--- config.mk ---
export PLATFORM = sky130hd
export DESIGN_NAME = lsu_store_sequencer
export DESIGN_NICKNAME = d
export VERILOG_FILES = /design/src/rtl/lsu_store_sequencer.sv
export SDC_FILE = /design/constraint.sdc
export NUM_CORES = 1
export LEC_CHECK = 0
export ABC_CLOCK_PERIOD_IN_PS = 1500
export CORE_AREA = 2 2 99 101
export CTS_CLUSTER_SIZE = 10
export DETAILED_ROUTE_END_ITERATION = 6
export DIE_AREA = 0 0 101 103
export PLACE_DENSITY = 0.75
export RECOVER_POWER = 50
export REMOVE_ABC_BUFFERS = 1
export SLEW_MARGIN = 25
export SYNTH_ARGS = -nofsm -noshare
export SYNTH_HDL_FRONTEND = slang
export SYNTH_SLANG_ARGS = --single-unit
--- constraint.sdc ---
create_clock -name clk -period 1.5 [get_ports clk]
set_input_delay 0.15 -clock clk [delete_from_list [all_inputs] [get_ports clk]]
set_output_delay 0.15 -clock clk [all_outputs]
set_load 0.1 [all_outputs]
--- src/rtl/lsu_store_sequencer.sv ---
// -----------------------------------------------------------------------------
// lsu_store_sequencer
//
// Purpose:
//   Converts LSU byte/half/word stores at arbitrary byte addresses into
//   word-aligned write beats for the byte-enabled word register bank.
//   Each beat carries per-lane byte enables and lane-shifted data. A store
//   that straddles a word boundary is emitted as two consecutive beats
//   (low word first, then the next word, wrapping at the top of the space).
//
// Ports:
//   clk        in   1         clock, all state on posedge
//   rst        in   1         synchronous active-high reset
//   req_valid  in   1         store request valid
//   req_ready  out  1         sequencer can accept a request (IDLE only)
//   req_addr   in   ADDR_W    byte address
//   req_size   in   2         00 byte, 01 half, 10 word, 11 illegal
//   req_wdata  in   32        store data, right-aligned
//   wr_en      out  1         write beat valid this cycle
//   wr_addr    out  ADDR_W-2  word address of the beat
//   wr_be      out  4         byte-lane enables
//   wr_data    out  32        lane-aligned write data
//   done       out  1         pulse on the last beat of a store
//   err        out  1         pulse for an illegal-size request
// -----------------------------------------------------------------------------
module lsu_store_sequencer #(
    parameter int ADDR_W = 12
) (
    input  logic              clk,
    input  logic              rst,
    input  logic              req_valid,
    output logic              req_ready,
    input  logic [ADDR_W-1:0] req_addr,
    input  logic [1:0]        req_size,
    input  logic [31:0]       req_wdata,
    output logic              wr_en,
    output logic [ADDR_W-3:0] wr_addr,
    output logic [3:0]        wr_be,
    output logic [31:0]       wr_data,
    output logic              done,
    output logic              err
);

    typedef enum logic [1:0] {
        S_IDLE = 2'd0,
        S_LO   = 2'd1,
        S_HI   = 2'd2,
        S_ERR  = 2'd3
    } state_t;

    state_t            r_state;
    state_t            w_state_next;

    // Context captured at accept: word address, 8-bit lane mask spanning two
    // words, and the 64-bit lane-shifted data for both beats.
    logic [ADDR_W-3:0] r_waddr;
    logic [7:0]        r_mask;
    logic [63:0]       r_sh;

    logic              w_accept;
    logic [3:0]        w_base;
    logic [31:0]       w_masked;
    logic [7:0]        w_mask8;
    logic [63:0]       w_sh64;

    assign w_accept = req_valid & req_ready;

    // Unshifted lane enables for the request size; the illegal size yields
    // no lanes, though it never reaches a beat state anyway.
    always_comb begin
        w_base = 4'b0000;
        case (req_size)
            2'b00:   w_base = 4'b0001;
            2'b01:   w_base = 4'b0011;
            2'b10:   w_base = 4'b1111;
            default: w_base = 4'b0000;
        endcase
    end

    // Zero the data bytes beyond the store size so unused lanes read 0.
    generate
        for (genvar gi = 0; gi < 4; gi++) begin : g_lane_mask
            assign w_masked[8*gi +: 8] = w_base[gi] ? req_wdata[8*gi +: 8] : 8'h00;
        end
    endgenerate

    assign w_mask8 = {4'b0000, w_base} << req_addr[1:0];
    assign w_sh64  = {32'h0, w_masked} << {req_addr[1:0], 3'b000};

    // State and context registers.
    always_ff @(posedge clk) begin
        if (rst) begin
            r_state <= S_IDLE;
            r_waddr <= '0;
            r_mask  <= '0;
            r_sh    <= '0;
        end else begin
            r_state <= w_state_next;
            if (w_accept) begin
                r_waddr <= req_addr[ADDR_W-1:2];
                r_mask  <= w_mask8;
                r_sh    <= w_sh64;
            end
        end
    end

    // Next-state logic.
    always_comb begin
        w_state_next = r_state;
        case (r_state)
            S_IDLE: begin
                if (w_accept) begin
                    w_state_next = (req_size == 2'b11) ? S_ERR : S_LO;
                end
            end
            S_LO:    w_state_next = (r_mask[7:4] == 4'b0000) ? S_IDLE : S_HI;
            S_HI:    w_state_next = S_IDLE;
            S_ERR:   w_state_next = S_IDLE;
            default: w_state_next = S_IDLE;
        endcase
    end

    // Moore outputs decoded from registered state/context. Holding every
    // output low while rst is high drops any beat or error in flight.
    always_comb begin
        req_ready = 1'b0;
        wr_en     = 1'b0;
        wr_addr   = '0;
        wr_be     = 4'b0000;
        wr_data   = 32'h0;
        done      = 1'b0;
        err       = 1'b0;
        if (!rst) begin
            case (r_state)
                S_IDLE: req_ready = 1'b1;
                S_LO: begin
                    wr_en   = 1'b1;
                    wr_addr = r_waddr;
                    wr_be   = r_mask[3:0];
                    wr_data = r_sh[31:0];
                    done    = (r_mask[7:4] == 4'b0000);
                end
                S_HI: begin
                    wr_en   = 1'b1;
                    // Natural wrap of the word address at the top of the space.
                    wr_addr = r_waddr + {{(ADDR_W-3){1'b0}}, 1'b1};
                    wr_be   = r_mask[7:4];
                    wr_data = r_sh[63:32];
                    done    = 1'b1;
                end
                S_ERR:   err = 1'b1;
                default: ;
            endcase
        end
    end

endmodule
== After elaboration in Yosys (flattened, before gate mapping) ==
Cells that the tools add are included.
Widths: inputs -> output; s select.
Word-level totals
  flip-flop bits (word level): 84
  word-level logic and storage cells: 43
  output and inout bits: 50
Operators by class
  add/sub/neg operators: 1
  multiplexer cells: 23
  equality and inequality tests: 7
  reduce and logical (&&, ||, !) cells: 5
  bitwise gates (word level): 1
  shift operators: 2
Operator list (count)
  $pmux 32 s2: 1
  $shl 32x5->64: 1
  $mux 32: 1
  $mux 8: 4
  $pmux 10 s2: 1
  $pmux 4 s3: 1
  $add 10x1->10 const B: 1
  $mux 10: 1
  $eq 2x2->1 const B: 4
  $pmux 4 s2: 1
  $shl 4x2->8: 1
  $mux 1: 7
  $mux 2: 3
  $pmux 2 s3: 1
  $eq 2x1->1 const B: 2
  $logic_not 2->1: 2
  $logic_not 4->1: 1
  $mux 4: 1
  $reduce_or 2->1: 2
  $ne 2x2->1 const B: 1
  $pmux 1 s2: 1
  $and 1x1->1: 1

== Depth between registers and ports, before layout ==
  depth after elaboration: 6
  mapped depth: 8
  gate-level depth less buffers: 7

== Worst setup path after synthesis ==
No wires, ideal clock.
  path kind: register to output
  start point: reg r_state[0]
  end point: out wr_addr[3]
  path buffers: 2
  arrival: 3.418 ns
  required time: 1.350 ns
  cell stages (with the launch flop): 7
  setup slack: -2.068 ns
  cell sequence: dfxtp_1 > inv_1 > ha_1 > buf_4 > clkbuf_1 > a21oi_1 > a311oi_1
On the way
  word-level cells in the longest chain between the ends: 3
  elaborated cells between the ends (all ways): 4
  those cells by class: eq/ne: 2; mux: 2
RTL lines
  start: declaration: RTL line 51  | state_t r_state;
  start signal: assignment: RTL line 98  | r_state <= w_state_next;
  $eq 2x2->1 / $eq 2x1->1 (equally long branches): RTL line 134  | case (r_state)
  $pmux 10 s2 *: RTL line 134
  $mux 10 *: RTL line 133  | if (!rst) begin
  end: declaration: RTL line 37  | output logic [ADDR_W-3:0] wr_addr,
Every way passes the cells marked *; elsewhere a longest branch is shown, timed or not.

== Worst setup path in the final report ==
  start point: reg r_waddr[5]
  end point: out wr_addr[9]
On the way
  word-level cells in the longest chain between the ends: 3
RTL lines
  start: declaration: RTL line 56  | logic [ADDR_W-3:0] r_waddr;
  start signal: assignment: RTL line 100  | r_waddr <= req_addr[ADDR_W-1:2];
  $add 10x1->10: RTL line 146  | wr_addr = r_waddr + {{(ADDR_W-3){1'b0}}, 1'b1};
  $pmux 10 s2: RTL line 134
  $mux 10: RTL line 133
Every way passes these cells.

==> impl_metrics.tcl <==
set metrics [dict create \
    drive_gt1_share_pct 45.5 \
    final_cell_area_um2 7530 \
    synth_top_flop_cell "dfxtp_1" \
    rsz0062_at_grt "yes" \
    worst_setup_path_end_kind "output port" \
    crit_slowest_cell "or4_4" \
    worst_slack_ns -0.593 \
    startpoint_type "flip-flop" \
    max_stage_delay_ns 0.52 \
    place.gp.congestion 0.854 \
    ys_ff_latch 75 \
    dr.pass1.iters 5 \
    hold_violations 0 \
    drt-initial-drc-count 586 \
    cts_root_buffer "clkbuf_8" \
    ios 99 \
    drc_errors 0 \
    synth.most_common_cell "nor2_1" \
    critPathRequiredTime_ns 1.35 \
    coreArea_um2 9460 \
    netlist_area_um2 4120 \
    path_cells "nand2_1, or4_4, or3_4, nand3_4, buf_12" \
    synth_top_family_by_area "simple AND/OR/NAND/NOR gates" \
    cp_max_fo 2 \
    synth.mux.area_fraction_pct 2.92 \
    clk_latency_ns 0.36 \
    synth.top_cell.area_share_pct 36.5 \
    syn_area_per_cell_um2 8.02 \
    gr-total-overflow 0 \
    yosysWarnings 0 \
    p_leak_nw 2.79 \
    ant_nets 0 \
    ys_seq_area_share_pct 36.5 \
    ir_drop_v 0.000479 \
    maxCapViolCount 0 \
    ys_top_cells_by_area "dfxtp_1, a22oi_1, nor2_1" \
    antenna_found_initial 1 \
    synthSimpleGateAreaFrac_pct 27.4 \
    fin_nets 725 \
    finalMaxSlewViolations 0 \
    synth-compound-area-share_pct 24.0 \
    cts_sinks 75 \
    fin_skew_ns 0.00719 \
    rows 36 \
    drt-wirelength-per-cell_um 23.7 \
    vias 5128 \
    die_width_um 101 \
    port_buffers 98 \
    synthTopCellsByCount "nor2_1, dfxtp_1, a22oi_1" \
    dp.cells 741 \
    syn-instance-count 513 \
    cts_inserted_buffers 9 \
    cts_tree "done" \
    clk_pin_slew_ns 0.08 \
    clock.fmax_mhz 478 \
    hpwl_mm 9.92 \
    finalWirelength_mm 18.7 \
    viasPerCell 6.52 \
    die-area_um2 10400 \
    final_core_util_pct 79.6 \
    htree_levels 3 \
    clockBufferDepth 2 \
    grt_pass1_vias 4679 \
    grt_first_pass_wirelength_mm 23.0 \
    die_h_um 103 \
    ys_async_sr_fraction_pct 0 \
    total_power_mw 6.54 \
    synth.largest_area_cell "dfxtp_1" \
    crit_type "reg2out" \
    p_per_area_nw_per_um2 868 \
    outcome "finished, violations left" \
    finalCritPeriodShare_pct 140 \
    grt_use_total_pct 28.3 \
    syn_to_final_growth_pct 82.9 \
    synth_enable_flop_cells 0 \
    yosys.area_share.adder_pct 2.43 \
    violations "setup timing" \
    initial_core_util_pct 43.5 \
    hold_path.class "in2reg" \
    ys_types 51 \
    worstMarginPinSlew_ns 0.581 \
    relSlewSlack_pct 61.1 \
    place_area_um2 6070 \
    grt_max_degree 43 \
    stdcell_count 787 \
    fin_crit_ns 2.09 \
    fin_setup_tns_ns -22.78 \
    setup_violations 77 \
    arrival_ns 1.94 \
    synthXorXnorAreaFrac_pct 0.213 \
]
==> final timing paths <==
kind	depth (start not counted)	startpoint	to	slack, ns
worst max-delay path	5	r_waddr[5]	wr_addr[9]	-0.59
worst min-delay path	3	req_addr[2]	r_waddr[0]	0.33
worst max register to register	8	r_state[1]	r_sh[17]	-0.21
worst min register to register	2	r_mask[2]	r_mask[2]	0.48
==> cell type report <==
class / instances / area (um^2)
Multi-Input combinational cell: 380 / 3040
Sequential cell: 75 / 1510
Tap cell: 114 / 143
Clock buffer: 10 / 128
Clock inverter: 5 / 103
Inverter: 8 / 35.0
Fill cell: 515 / 1930
Antenna cell: 1 / 2.50
Timing Repair Buffer: 194 / 2570
==> power breakdown <==
part / switching (mW) / internal (mW) / total [mW]
Combinational: 1.38 / 1.09 / 2.46
Sequential: 0.0879 / 2.10 / 2.19
Clock: 0.789 / 1.09 / 1.88
Total: 2.25 / 4.28 / 6.54
==> logic make-up after synthesis <==
logic type	Yosys count
simple gates	222
fa+ha+maj	8
compound gates	136
buf+inv	59
xor+xnor	1
flops	75
mux	12
==> registers in the layout (all words and copies together), names as in the netlist <==
register / count
r_sh: 56
r_state: 2
r_mask: 7
r_waddr: 10
==> cell usage in the layout, fill, tap and decap left out, types with 12 or more instances in the layout <==
master           instances
nand3b_1                20
buf_12                  65
nand2_1                 36
nor2_1                  61
buf_6                   16
a22oi_2                 36
mux2i_1                 12
nor2_4                  17
nor2_2                  14
a22oi_1                 32
dfxtp_1                 67
clkdlybuf4s50_1         44
buf_4                   54
==> worst max-delay path: cells and delay by family, from the launching register on <==
kind	cells	cell delay, ns
DFF	1	0.36
and+or+nand+nor	4	1.05
buffers and inverters	1	0.17
==> metal layers <==
layer	up-vias	track usage, %	wire, um
li1	2173	-	-
met1	2414	34.8	6710
met2	431	48.4	9020
met3	110	3.86	1870
met4	0	15.0	1050
met5	-	0	0
==> through the flow <==
| stage | hold slack, ns | setup slack (ns) |
|---|---|---|
| 6_report | 0.330 | -0.593 |
| 5_1_grt | 0.344 | -0.598 |
| 4_1_cts | 0.320 | -0.552 |
| 3_5_place_dp | 0.443 | -0.486 |
| 3_3_place_gp | 0.438 | -0.378 |
| 2_1_floorplan | 0.219 | -2.50 |
==> repair_timing <==
action                     CTS  global route
pin swaps                   25            48
cloned                       2             7
hold buffers                 0             0
setup buffers                6            18
gates resized for setup    100           105
setup endpoints to repair   94            87
Note: power is estimated with default switching activity, not from simulation.
